`config.mk`:
```
export PLATFORM = sky130hd
export DESIGN_NAME = mix_columns_seq
export DESIGN_NICKNAME = d
export VERILOG_FILES = /design/src/rtl/mix_columns_pkg.sv /design/src/rtl/mix_column.sv /design/src/rtl/mix_columns_seq.sv
export SDC_FILE = /design/constraint.sdc
export NUM_CORES = 1
export LEC_CHECK = 0
export ABC_AREA = 1
export CAP_MARGIN = 10
export CORE_MARGIN = 10
export CORE_UTILIZATION = 50
export DETAILED_ROUTE_END_ITERATION = 7
export MAX_ROUTING_LAYER = met4
export PLACE_DENSITY = 0.76
export SLEW_MARGIN = 20
export SYNTH_ARGS = -nofsm -noshare
export SYNTH_HDL_FRONTEND = slang
export SYNTH_SLANG_ARGS = --single-unit
```
`constraint.sdc`:
```
create_clock -name clk -period 4.6 [get_ports clk]
set_input_delay 0.92 -clock clk [delete_from_list [all_inputs] [get_ports clk]]
set_output_delay 0.92 -clock clk [all_outputs]
set_load 0.02 [all_outputs]
```
`src/rtl/mix_columns_pkg.sv`:
```
`default_nettype none
// ============================================================================
// Module      : mix_columns_pkg
// Description : Shared types, FSM encoding and GF(2^8) helper for the
//               sequential AES MixColumns block.
// Revision    : 1.0 - initial release
// ============================================================================
package mix_columns_pkg;

  // AES reduction polynomial x^8 + x^4 + x^3 + x + 1, low byte only
  localparam logic [7:0] AES_POLY = 8'h1B;

  typedef logic [7:0] byte_t;

  // Byte 0 of a column sits in the most significant position
  typedef byte_t [0:3] column_t;

  // Column 0 sits in the most significant position, so byte k of the state
  // lands on bits [127-8k -: 8]
  typedef column_t [0:3] state_t;

  typedef enum logic [1:0] {
    IDLE = 2'd0,
    MIX  = 2'd1,
    HOLD = 2'd2
  } fsm_t;

  // Multiply by x in GF(2^8)
  function automatic byte_t xtime(input byte_t x);
    return {x[6:0], 1'b0} ^ (x[7] ? AES_POLY : 8'h00);
  endfunction

endpackage : mix_columns_pkg
`default_nettype wire

```
`src/rtl/mix_column.sv`:
```
`default_nettype none
// ============================================================================
// Module      : mix_column
// Description : Combinational MixColumns transform of a single AES column.
//               With MIX_COLUMNS_SEQ_INV_EN defined an extra 'inv' input
//               selects InvMixColumns.
// Revision    : 1.0 - initial release
// ============================================================================
module mix_column
  import mix_columns_pkg::*;
(
  input  column_t col_in,
`ifdef MIX_COLUMNS_SEQ_INV_EN
  input  logic    inv,
`endif
  output column_t col_out
);

  column_t fwd;

  // 3x = x ^ 2x
  function automatic byte_t mul3(input byte_t x);
    return x ^ xtime(x);
  endfunction

  // Forward matrix rows are rotations of {02,03,01,01}
  always_comb begin
    fwd[0] = xtime(col_in[0]) ^ mul3(col_in[1]) ^ col_in[2] ^ col_in[3];
    fwd[1] = col_in[0] ^ xtime(col_in[1]) ^ mul3(col_in[2]) ^ col_in[3];
    fwd[2] = col_in[0] ^ col_in[1] ^ xtime(col_in[2]) ^ mul3(col_in[3]);
    fwd[3] = mul3(col_in[0]) ^ col_in[1] ^ col_in[2] ^ xtime(col_in[3]);
  end

`ifdef MIX_COLUMNS_SEQ_INV_EN
  column_t invc;

  // Multiply by a 4-bit coefficient using x, 2x, 4x and 8x partial products
  function automatic byte_t mul_k(input byte_t x, input logic [3:0] k);
    byte_t x2, x4, x8;
    x2 = xtime(x);
    x4 = xtime(x2);
    x8 = xtime(x4);
    return (k[0] ? x : 8'h00) ^ (k[1] ? x2 : 8'h00) ^
           (k[2] ? x4 : 8'h00) ^ (k[3] ? x8 : 8'h00);
  endfunction

  // Inverse matrix rows are rotations of {0E,0B,0D,09}
  always_comb begin
    invc[0] = mul_k(col_in[0], 4'hE) ^ mul_k(col_in[1], 4'hB) ^
              mul_k(col_in[2], 4'hD) ^ mul_k(col_in[3], 4'h9);
    invc[1] = mul_k(col_in[0], 4'h9) ^ mul_k(col_in[1], 4'hE) ^
              mul_k(col_in[2], 4'hB) ^ mul_k(col_in[3], 4'hD);
    invc[2] = mul_k(col_in[0], 4'hD) ^ mul_k(col_in[1], 4'h9) ^
              mul_k(col_in[2], 4'hE) ^ mul_k(col_in[3], 4'hB);
    invc[3] = mul_k(col_in[0], 4'hB) ^ mul_k(col_in[1], 4'hD) ^
              mul_k(col_in[2], 4'h9) ^ mul_k(col_in[3], 4'hE);
  end

  assign col_out = inv ? invc : fwd;
`else
  assign col_out = fwd;
`endif

endmodule : mix_column
`default_nettype wire

```
`src/rtl/mix_columns_seq.sv`:
```
`default_nettype none
// ============================================================================
// Module      : mix_columns_seq
// Description : Sequential AES MixColumns over a 128-bit state, processing
//               COLS_PER_CYCLE columns per clock, with a bypass path for the
//               final round and a valid/ready handshake on both sides.
//               Optional macro MIX_COLUMNS_SEQ_INV_EN adds the in_inv port
//               and the InvMixColumns datapath.
// Revision    : 1.0 - initial release
// ============================================================================
module mix_columns_seq
  import mix_columns_pkg::*;
#(
  parameter int COLS_PER_CYCLE = 1
) (
  input  logic         clk,
  input  logic         rst,
  input  logic         in_valid,
  output logic         in_ready,
  input  logic [127:0] in_state,
  input  logic         in_bypass,
`ifdef MIX_COLUMNS_SEQ_INV_EN
  input  logic         in_inv,
`endif
  output logic         out_valid,
  input  logic         out_ready,
  output logic [127:0] out_state,
  output logic         busy
);

  if (COLS_PER_CYCLE != 1 && COLS_PER_CYCLE != 2 && COLS_PER_CYCLE != 4) begin : g_bad_cols
    $error("mix_columns_seq: COLS_PER_CYCLE must be 1, 2 or 4");
  end

  // Counter step truncates to 0 for 4 columns/cycle, so col stays at 0
  localparam logic [1:0] COL_STEP = 2'(COLS_PER_CYCLE);
  localparam logic [1:0] LAST_COL = 2'(4 - COLS_PER_CYCLE);

  fsm_t       state_q, state_d;
  logic [1:0] col_q;
  state_t     work_q, work_next;
  state_t     result_q;
  logic       accept;
  logic       last_step;
  column_t    mixed [COLS_PER_CYCLE];

`ifdef MIX_COLUMNS_SEQ_INV_EN
  logic inv_q;
`endif

  assign in_ready  = (state_q == IDLE);
  assign out_valid = (state_q == HOLD);
  assign busy      = (state_q != IDLE);
  assign accept    = in_valid & in_ready;
  assign last_step = (state_q == MIX) && (col_q == LAST_COL);
  // Separate result register keeps out_state at the last completed result
  // while the working register is refilled with a new input
  assign out_state = result_q;

  for (genvar i = 0; i < COLS_PER_CYCLE; i++) begin : g_col
    logic [1:0] idx;
    assign idx = col_q + 2'(i);
    mix_column u_mix_column (
      .col_in  (work_q[idx]),
`ifdef MIX_COLUMNS_SEQ_INV_EN
      .inv     (inv_q),
`endif
      .col_out (mixed[i])
    );
  end

  // Working state with the current group of columns replaced in place
  always_comb begin
    work_next = work_q;
    for (int i = 0; i < COLS_PER_CYCLE; i++) begin
      work_next[col_q + 2'(i)] = mixed[i];
    end
  end

  // FSM state register
  always_ff @(posedge clk or negedge rst) begin
    if (!rst) state_q <= IDLE;
    else      state_q <= state_d;
  end

  // FSM next state: bypass goes straight to HOLD, mixing ends on the last column
  always_comb begin
    state_d = state_q;
    case (state_q)
      IDLE:    if (accept) state_d = in_bypass ? HOLD : MIX;
      MIX:     if (col_q == LAST_COL) state_d = HOLD;
      HOLD:    if (out_ready) state_d = IDLE;
      default: state_d = IDLE;
    endcase
  end

  // Datapath: capture on handshake, mix in place, publish on completion
  always_ff @(posedge clk or negedge rst) begin
    if (!rst) begin
      work_q   <= '0;
      result_q <= '0;
      col_q    <= '0;
    end else if (accept) begin
      work_q <= in_state;
      col_q  <= '0;
      if (in_bypass) result_q <= in_state;
    end else if (state_q == MIX) begin
      work_q <= work_next;
      col_q  <= col_q + COL_STEP;
      if (last_step) result_q <= work_next;
    end
  end

`ifdef MIX_COLUMNS_SEQ_INV_EN
  // Direction select travels with the captured state
  always_ff @(posedge clk or negedge rst) begin
    if (!rst)        inv_q <= 1'b0;
    else if (accept) inv_q <= in_inv;
  end
`endif

endmodule : mix_columns_seq
`default_nettype wire
```
* Word-level counts from Yosys, hierarchy flattened
Index checks and enable logic that the tools add are counted.
** Operators by class
- $add $sub $neg :: 1
- $lt $le $gt $ge :: 2
- Equality and inequality tests :: 7
- Muxes and demuxes :: 23
- Bitwise operators :: 22
- Reduce and logical (&&, ||, !) cells :: 8
** Operator list (count)
- two-way mux 128 bit :: 6
- XOR 8 bit :: 19
- bitwise mux 128 bit :: 1
- two-way mux 32 bit :: 3
- binary-select mux 32 bit (select 2 bit) :: 1
- demux 32 bit (select 2 bit) :: 1
- two-way mux 5 bit :: 4
- two-way mux 2 bit :: 6
- XOR 8 x 5 -> 8 bit :: 1
- one-hot mux 2 bit (3 select lines) :: 1
- AND reduction 3 bit :: 2
- nonzero test 2 bit :: 3
- equality test 2 bit (second input constant) :: 2
- inequality test 2 x 1 -> 1 bit (second input constant) :: 2
- inequality test 2 bit (second input constant) :: 2
- >= comparator 3 bit (second input constant) :: 1
- less-than comparator 3 x 1 -> 1 bit (second input constant) :: 1
- NOT 2 -> 3 bit :: 1
- adder 2 x 1 -> 2 bit (second input constant) :: 1
- equality test 2 x 1 -> 1 bit (second input constant) :: 1
- logical AND 1 bit :: 2
- zero test 2 bit :: 1
- AND 1 bit :: 1
** Word-level totals
- Flip-flop bits (word level) :: 260
- Output and inout port bits :: 131

* Depth between registers and ports, before layout
Gate-level depths: netlist of run 1.
- Depth after elaboration :: 14
- Mapped depth :: 20
- Mapped depth without buffers :: 17

* Modules after synthesis
A second synthesis of run 1 with hierarchy kept.
** Second synthesis, totals
- Cell total of the unflattened synthesis :: 2585
- Area total of the unflattened synthesis :: 16032.9 um^2
** Modules (own cells, without submodules)
- mix_columns_seq :: instances 1, cells an instance 2132, area an instance 14039.7 um^2
- mix_column :: instances 1, cells an instance 453, area an instance 1993.2 um^2

* Worst setup path after synthesis of run 1
No wires, ideal clock.
- Kind :: input port to flip-flop
- Start point :: input in_valid
- End point :: register result_q (netlist bit out_state[0])
- Data arrival time :: 1990 ps
- Data required time :: 4534 ps
- Setup slack :: 2545 ps
- Stages :: 9
- Buffers on the path :: 3
- Cells stage by stage :: nand2_1 inv_1 buf_2 buf_2 buf_1 nand2_1 nand2_1 nand2_1 nand2_1
** Between the ends
- Cells in the longest elaborated chain, start to end :: 3
- Elaborated cells on any way between the ends :: 6
- Classes of those cells :: eq/ne: 1; mux: 1; bitwise: 1; reduce/logical: 3
** Ends and longest elaborated chain
- start, declared :: RTL line mix_columns_seq.sv:18 : input logic in_valid,
- AND 1 bit (*) :: RTL line mix_columns_seq.sv:54 : assign accept = in_valid & in_ready;
- inequality test 2 bit (no source line) or nonzero test 2 bit (tied branches)
- AND reduction 3 bit (no source line)
- end signal, assigned :: RTL line mix_columns_seq.sv:106 : if (in_bypass) result_q <= in_state;
- end signal, assigned :: RTL line mix_columns_seq.sv:110 : if (last_step) result_q <= work_next;
- end, declared :: RTL line mix_columns_seq.sv:42 : state_t result_q;
Mark *: on every way between the ends. The rest lies on a longest branch, timed or not.
A chain may end at the register's enable or synchronous reset.

* Final worst setup path of run 1
- Start point :: register col_q[0]
- End point :: register work_q[27] (netlist bit)
** Between the ends
- Cells in the longest elaborated chain, start to end :: 13
- Elaborated cells on any way between the ends :: 20
- Classes of those cells :: order compare: 2; mux: 10; bitwise: 7; reduce/logical: 1
** Ends and longest elaborated chain
- start, declared :: RTL line mix_columns_seq.sv:40 : logic [1:0] col_q;
- start signal, assigned :: RTL line mix_columns_seq.sv:109 : col_q <= col_q + COL_STEP;
- NOT 2 -> 3 bit (implied by the code) (*) :: RTL line mix_columns_seq.sv:64, mix_columns_seq.sv:76
- binary-select mux 32 bit (select 2 bit) :: RTL line mix_columns_seq.sv:64 : .col_in (work_q[idx]),
- two-way mux 32 bit (implied by the code) (2 in a row) :: RTL line mix_columns_seq.sv:64
- two-way mux 5 bit :: RTL line mix_columns_pkg.sv:30 : return {x[6:0], 1'b0} ^ (x[7] ? AES_POLY : 8'h00);
- XOR 8 bit :: RTL line mix_columns_pkg.sv:30
- XOR 8 bit :: RTL line mix_column.sv:23 : return x ^ xtime(x);
- XOR 8 bit (3 in a row) :: RTL line mix_column.sv:28 : fwd[0] = xtime(col_in[0]) ^ mul3(col_in[1]) ^ col_in[2] ^ col_in[3];
- bitwise mux 128 bit (*) :: RTL line mix_columns_seq.sv:76 : work_next[col_q + 2'(i)] = mixed[i];
- two-way mux 128 bit (*) :: RTL line mix_columns_seq.sv:107 : end else if (state_q == MIX) begin
- two-way mux 128 bit (*) :: RTL line mix_columns_seq.sv:103 : end else if (accept) begin
- end signal, assigned :: RTL line mix_columns_seq.sv:104 : work_q <= in_state;
- end signal, assigned :: RTL line mix_columns_seq.sv:108 : work_q <= work_next;
- end, declared :: RTL line mix_columns_seq.sv:41 : state_t work_q, work_next;
Mark *: on every way between the ends. The rest lies on a longest branch, timed or not. The select of a mux whose other input is x is not followed.

==> metrics.csv, run 1 <==
stage,metric,value,unit
floorplanning,ios,264,
critical_path,slowest_stage,inv_4,
critical_path,critPathMaxStageDelay,0.59,ns
yosys,yosys.cell_types.count,28,
sta,tightest_slew,1.02,ns
global_routing,grt_pass1_wl,99.1,mm
cts,cts_num_sinks,260,
sta,rsz0062_at_grt,no,
critical_path,worst_setup_path_end_kind,flip-flop,
floorplanning,fp.dieW,200,um
floorplanning,rows,65,
cts,cts-resized-gates,0,
critical_path,cp_num_buf_inv,1,
critical_path,crit_family,simple AND/OR/NAND/NOR gates,
routing,drt_iter0_markers,2010,
cts,clock_path_buffers,3,
yosys,seq_area_frac_synth,40.3,%
critical_path,critPathKind,reg2reg,
sta,finalCriticalPeriod,3.35,ns
critical_path,crit_required,5.04,ns
run,drv_cap,0,
place,hpwl,46.2,mm
routing,routed_via_density,5.55,
floorplanning,die_y,200,um
layout,final_nets,2959,
sta,setup_tns,0,ns
layout,area_growth,24.3,%
sta,fmax,0.298,GHz
critical_path,crit_arrival,3.79,ns
cts,cts_hold_buf,0,
global_routing,grt_max_degree,137,
sta,hold_viol_final,0,
yosys,ys_ff_latch,260,
sta,setup_violations,0,
yosys,synth_area,16100,um^2
cts,cts_setup_buffers,0,
hold_path,hp-class,in2async,
place,gp_congestion,1.06,
yosys,yosysWarnings,0,
floorplanning,core,31700,um^2
cts,insertion_delay,0.56,ns
status,outcome,finished clean,
floorplanning,initial_utilization,50.9,%
routing,drc,0,
critical_path,startpoint_type,flip-flop,
critical_path,startpoint,col_q[0],
routing,ant_nets,0,
critical_path,crit_fanout,68,
sta,drv_slew,0,
floorplanning,dieArea,39900,um^2
layout,n_fill_cell,2899,
sta,finalClockSkew,0.0123,ns
sta,slew_headroom,32.3,%
cts,root_buffer,clkbuf_16,
global_routing,antenna_found_initial,2,
global_routing,grt.total_usage,32.8,%
yosys,synthCells,2637,
place,portBuffers,263,
global_routing,grt_pass1_vias,17200,
cts,cts_buffers,28,
routing,firstDrtPassIters,7,
critical_path,path_cells,"inv_4, nand2_1, nand2_1, nand2_1, nand2_1, nand2_1, nand2_1, nand2_1, nand4_1, nand3_1, nand2_1, nand2_1, nand2_1, nand2_1",
routing,num_vias,18000,
cts,clkTransAtPathRegs,0.07,ns
cts,cts_tree,built,
sta,hold_slack,0.413,ns
routing,wl_per_cell,19.8,um
global_routing,grt_overflow_total,0,
critical_path,crit-reg2reg-launch,col_q[0],
yosys,syn-num-nets,2774,
cts,h-tree-depth,1,
sta,fin_crit_sh,72.8,%
critical_path,crit_top_cell,nand2_1,
routing,routed_wl,64.2,mm
yosys,avgSynthCellArea,6.12,um^2
layout,final_layout_size_suffix_gt1_share,4.26,%
-- worst reg2reg max path, cell delays in order, from the launching register on --
cell and delay (ns):
dfrtp_2 0.42, inv_4 0.59, nand2_1 0.40, nand2_1 0.14, nand2_1 0.05, nand2_1 0.27
nand2_1 0.17, nand2_1 0.14, nand2_1 0.09, nand4_1 0.29, nand3_1 0.14, nand2_1 0.24
nand2_1 0.14, nand2_1 0.08, nand2_1 0.06
-- synth_stat cells (all sizes together) --
| cell | instances | area [um^2] |
|---|---|---|
| nand2 | 1621 | 6130 |
| dfrtp | 260 | 6510 |
| nor2 | 256 | 961 |
| nand3 | 215 | 1110 |
| clkbuf | 76 | 285 |
| buf | 61 | 315 |
| inv | 49 | 186 |
| o21ai | 35 | 175 |
| a31oi | 29 | 181 |
| a21oi | 11 | 55.1 |
| xnor2 | 8 | 92.6 |
| nand3b | 5 | 37.5 |
| ha | 4 | 50.1 |
| nand4 | 3 | 18.8 |
| xor2 | 2 | 25.0 |
| o22ai | 1 | 6.26 |
| o31ai | 1 | 7.51 |
-- per-layer routing --
layer | vias to the layer above | global-route usage [%] | share of wire [%]
li1 | 8520 | - | -
met1 | 8434 | 43.9 | 43
met2 | 952 | 50.2 | 45
met3 | 100 | 6.31 | 10
met4 | 0 | 8.16 | 2.5
met5 | - | - | 0
-- metrics by stage --
step	worst slack [ns]	std cells	utilization, %	area [um^2]
2_1_floorplan	2.54	2637	-	16100
3_3_place_gp	1.24	3194	60.1	19100
3_5_place_dp	1.12	3194	60.1	19100
4_1_cts	1.34	3245	63.2	20100
5_1_grt	1.08	3246	63.2	20100
6_report	1.25	3246	63.2	20100
-- cells by family (layout without fill, tap and decap cells) --
| logic type | after synthesis | in the layout | synth area share, % |
|---|---|---|---|
| AND/OR/NAND/NOR | 2100 | 2100 | 51.1 |
| buffers and inverters | 186 | 392 | 4.88 |
| other | 0 | 1 | 0 |
| XOR/XNOR | 10 | 10 | 0.729 |
| flip-flops | 260 | 260 | 40.3 |
| adder cells (fa/ha/maj) | 4 | 4 | 0.310 |
| AO/OA/AOI/OAI | 77 | 77 | 2.64 |
-- cell usage in the layout, fill, tap and decap left out, types with 2 or more instances in the layout --
| cell | n |
|---|---|
| clkinv_2 | 5 |
| nand2_1 | 1605 |
| clkbuf_8 | 6 |
| a31oi_1 | 29 |
| nor2_1 | 255 |
| nand2_2 | 15 |
| a21oi_1 | 11 |
| clkbuf_1 | 7 |
| inv_1 | 35 |
| inv_4 | 2 |
| buf_12 | 11 |
| o21ai_0 | 22 |
| nand3_2 | 6 |
| buf_4 | 18 |
| ha_2 | 4 |
| clkbuf_16 | 29 |
| clkdlybuf4s50_1 | 262 |
| nand3_1 | 209 |
| o21ai_1 | 12 |
| nand4_1 | 3 |
| inv_2 | 10 |
| xnor2_1 | 5 |
| nand3b_1 | 5 |
| xnor2_2 | 3 |
| bufinv_16 | 4 |
| dfrtp_1 | 259 |
-- sequential cells by signal (all words and copies together), names as in the netlist --
register / cells
col_q: 2
out_state: 128
state_q: 2
work_q: 128
-- final cells by class --
| cell class | instances | area, um^2 | area share, % |
|---|---|---|---|
| multi-input combinational | 2191 | 8870 | 44.2 |
| clock inverter | 9 | 148 | 0.736 |
| sequential | 260 | 6510 | 32.4 |
| timing repair buffer | 292 | 2990 | 14.9 |
| antenna | 1 | 2.50 | 0.0125 |
| clock buffer | 42 | 835 | 4.16 |
| inverter | 49 | 195 | 0.973 |
| tap | 402 | 503 | 2.51 |
-- path summary, 6_finish.rpt --
kind	endpoint	cells past startpoint	slack, ns
worst max-delay path	work_q[27]	14	1.25
worst min-delay path	out_state[63]	1	0.41
worst max register to register	work_q[27]	14	1.25
worst min register to register	out_state[50]	2	0.48
max in group asynchronous	out_state[32]	2	3.19
min in group clk	out_state[50]	2	0.48
Power of run 1 is left out: the tool's default activity adds up to more than one toggle a clock period on the data nets, which glitch-free logic cannot reach.
==> run 2, diff against run 1 <==
--- a/config.mk
+++ b/config.mk
@@ -8,10 +8,10 @@
 export ABC_AREA = 1
 export CAP_MARGIN = 10
 export CORE_MARGIN = 10
-export CORE_UTILIZATION = 50
+export CORE_UTILIZATION = 49
 export DETAILED_ROUTE_END_ITERATION = 7
 export MAX_ROUTING_LAYER = met4
-export PLACE_DENSITY = 0.76
+export PLACE_DENSITY = 0.77
 export SLEW_MARGIN = 20
 export SYNTH_ARGS = -nofsm -noshare
 export SYNTH_HDL_FRONTEND = slang
==> constraint.sdc (replaced) <==
create_clock -name clk -period 2.9 [get_ports clk]
set_input_delay 0.58 -clock clk [delete_from_list [all_inputs] [get_ports clk]]
set_output_delay 0.58 -clock clk [all_outputs]
set_load 0.02 [all_outputs]
==> run 2 against run 1 <==
First-iteration DRC count grew 2.0%. Register-to-register slack lost 1.0 ns. Routed wire length grew 5.6%. Utilization grew 0.45 points. Sequential share of layout area shrank 1.0 points. Cell count grew 2.8%. Count of clock-buffer cells in the layout is the same. Non-clock buffer count grew 54. Clock skew grew 0.0040 ns. Worst hold slack lost 0.40 ns. Global-route usage grew 0.59 points. Die area grew 1.8%.
==> metrics.csv, run 2 (synthesis results as in run 1) <==
stage,metric,value,unit,change
global_routing,grt_max_degree,93,,-32%
critical_path,startpoint_type,flip-flop,,
layout,n_fill_cell,3007,,+3.7%
cts,root_buffer,clkbuf_16,,
routing,routed_wl,67.8,mm,+5.6%
global_routing,grt_pass1_vias,17800,,+3.2%
global_routing,grt.total_usage,33.4,%,+0.59 points
routing,ant_nets,0,,unchanged
status,outcome,finished clean,,
global_routing,grt_overflow_total,0,,unchanged
cts,cts_buffers,29,,+3.6%
global_routing,grt_pass1_wl,105,mm,+5.7%
layout,final_layout_size_suffix_gt1_share,6.08,%,+1.8 points
run,drv_cap,0,,unchanged
sta,fmax,0.372,GHz,+25%
routing,firstDrtPassIters,6,,-1
routing,wl_met2,30.2,mm,+4.6%
sta,drv_slew,0,,unchanged
floorplanning,fp.dieW,201,um,+0.91%
floorplanning,dieArea,40600,um^2,+1.8%
place,gp_congestion,1.06,,+0.25%
sta,setup_violations,0,,unchanged
global_routing,antenna_found_initial,0,,-2
cts,cts_setup_buffers,0,,unchanged
sta,finalCriticalPeriod,2.69,ns,-0.664 ns
routing,wl_met3,6.49,mm,+1.0%
cts,clkTransAtPathRegs,0.07,ns,about the same
layout,final_cell_mix,"1604 x nand2_1, 262 x clkdlybuf4s50_1, 259 x dfrtp_1",,
critical_path,crit_family,simple AND/OR/NAND/NOR gates,,
routing,num_vias,18500,,+2.6%
floorplanning,die_y,201,um,+0.91%
routing,wl_met1,28.8,mm,+5.1%
cts,clock_path_buffers,3,,unchanged
sta,tightest_slew,0.760,ns,-0.256 ns
sta,fin_crit_sh,92.7,%,+20 points
critical_path,critPathKind,reg2reg,,
cts,cts_tree,built,,
cts,h-tree-depth,1,,unchanged
critical_path,slowest_stage,dfrtp_2,,
critical_path,cp_num_buf_inv,3,,+2
place,portBuffers,263,,unchanged
sta,rsz0062_at_grt,no,,
cts,cts_num_sinks,260,,unchanged
layout,diodes,0,,-1
floorplanning,initial_utilization,49.6,%,-1.3 points
sta,finalClockSkew,0.0163,ns,+0.00396 ns
floorplanning,ios,264,,unchanged
critical_path,path_cells,"buf_12, nand2_1, nand3_1, nand2_1, nand2_1, nand2_1, nand2_1, nand2_1, inv_1, nand2_1, nand2_1, buf_12, nand2_1, nand2_1, nand2_1, nand2_1, nand2_1",,
cts,insertion_delay,0.57,ns,about the same
layout,final_common_cell,nand2_1,,
routing,wl_per_cell,20.3,um,+2.7%
floorplanning,core,32500,um^2,+2.6%
critical_path,rrSetupSlack,0.21,ns,-1.04 ns
routing,drt_iter0_markers,2051,,+2.0%
critical_path,crit_top_cell,nand2_1,,
sta,slew_headroom,49.3,%,+17 points
sta,setup_tns,0,ns,unchanged
critical_path,worst_setup_path_end_kind,flip-flop,,
layout,final_nets,3014,,+1.9%
critical_path,crit_fanout,41,,-40%
critical_path,crit_required,3.36,ns,-1.68 ns
floorplanning,rows,66,,+1.5%
layout,area_growth,28.4,%,
place,hpwl,50.4,mm,+9.1%
sta,hold_viol_final,0,,unchanged
critical_path,critPathMaxStageDelay,0.50,ns,-0.09 ns
hold_path,hp-class,in2async,,
routing,drc,0,,unchanged
routing,top_layer_used,met4,,
routing,routed_via_density,5.53,,-0.23%
critical_path,crit_arrival,3.14,ns,-0.65 ns
-- run 2: final timing paths --
| check | to | cells after the start | from |
|---|---|---|---|
| max | work_q[1] | 17 | col_q[0] |
| min | out_state[68] | 1 | rst |
| max reg2reg | work_q[1] | 17 | col_q[0] |
| min reg2reg | out_state[35] | 2 | out_state[35] |
| max in group asynchronous | out_state[24] | 2 | rst |
| min in group clk | out_state[35] | 2 | out_state[35] |
-- run 2: repair_timing --
action	4_1_cts	5_1_grt
gates resized for setup	0	1
endpoints found under the setup margin	0	4
hold buffers	0	0
-- run 2: area by class of cell --
type	count	area, um^2	area share [%]
clock buffer	42	845	4.08
clock inverter	8	121	0.586
inverter	49	195	0.942
multi-input combinational	2191	8880	42.8
sequential	260	6510	31.4
tap	442	553	2.67
timing repair buffer	346	3620	17.5
-- run 2: per-layer routing --
metal	up-vias	track usage, %
met2	990	50.1
met3	138	5.30
li1	8634	-
met1	8711	45.1
met4	0	11.4
met5	-	-
-- run 2: stage by stage --
stage               hold slack, ns  utilization (%)  setup WS [ns]  instances  instance area, um^2
floorplan                    0.284                -          0.890       2637                16100
global placement             0.464             60.7          0.288       3288                19800
detailed placement           0.464             60.7          0.218       3288                19800
CTS                         0.0318             63.7          0.165       3338                20700
global route                0.0500             63.7         0.0881       3338                20700
finish                      0.0108             63.7          0.213       3338                20700
Power of run 2 is left out for the same reason.
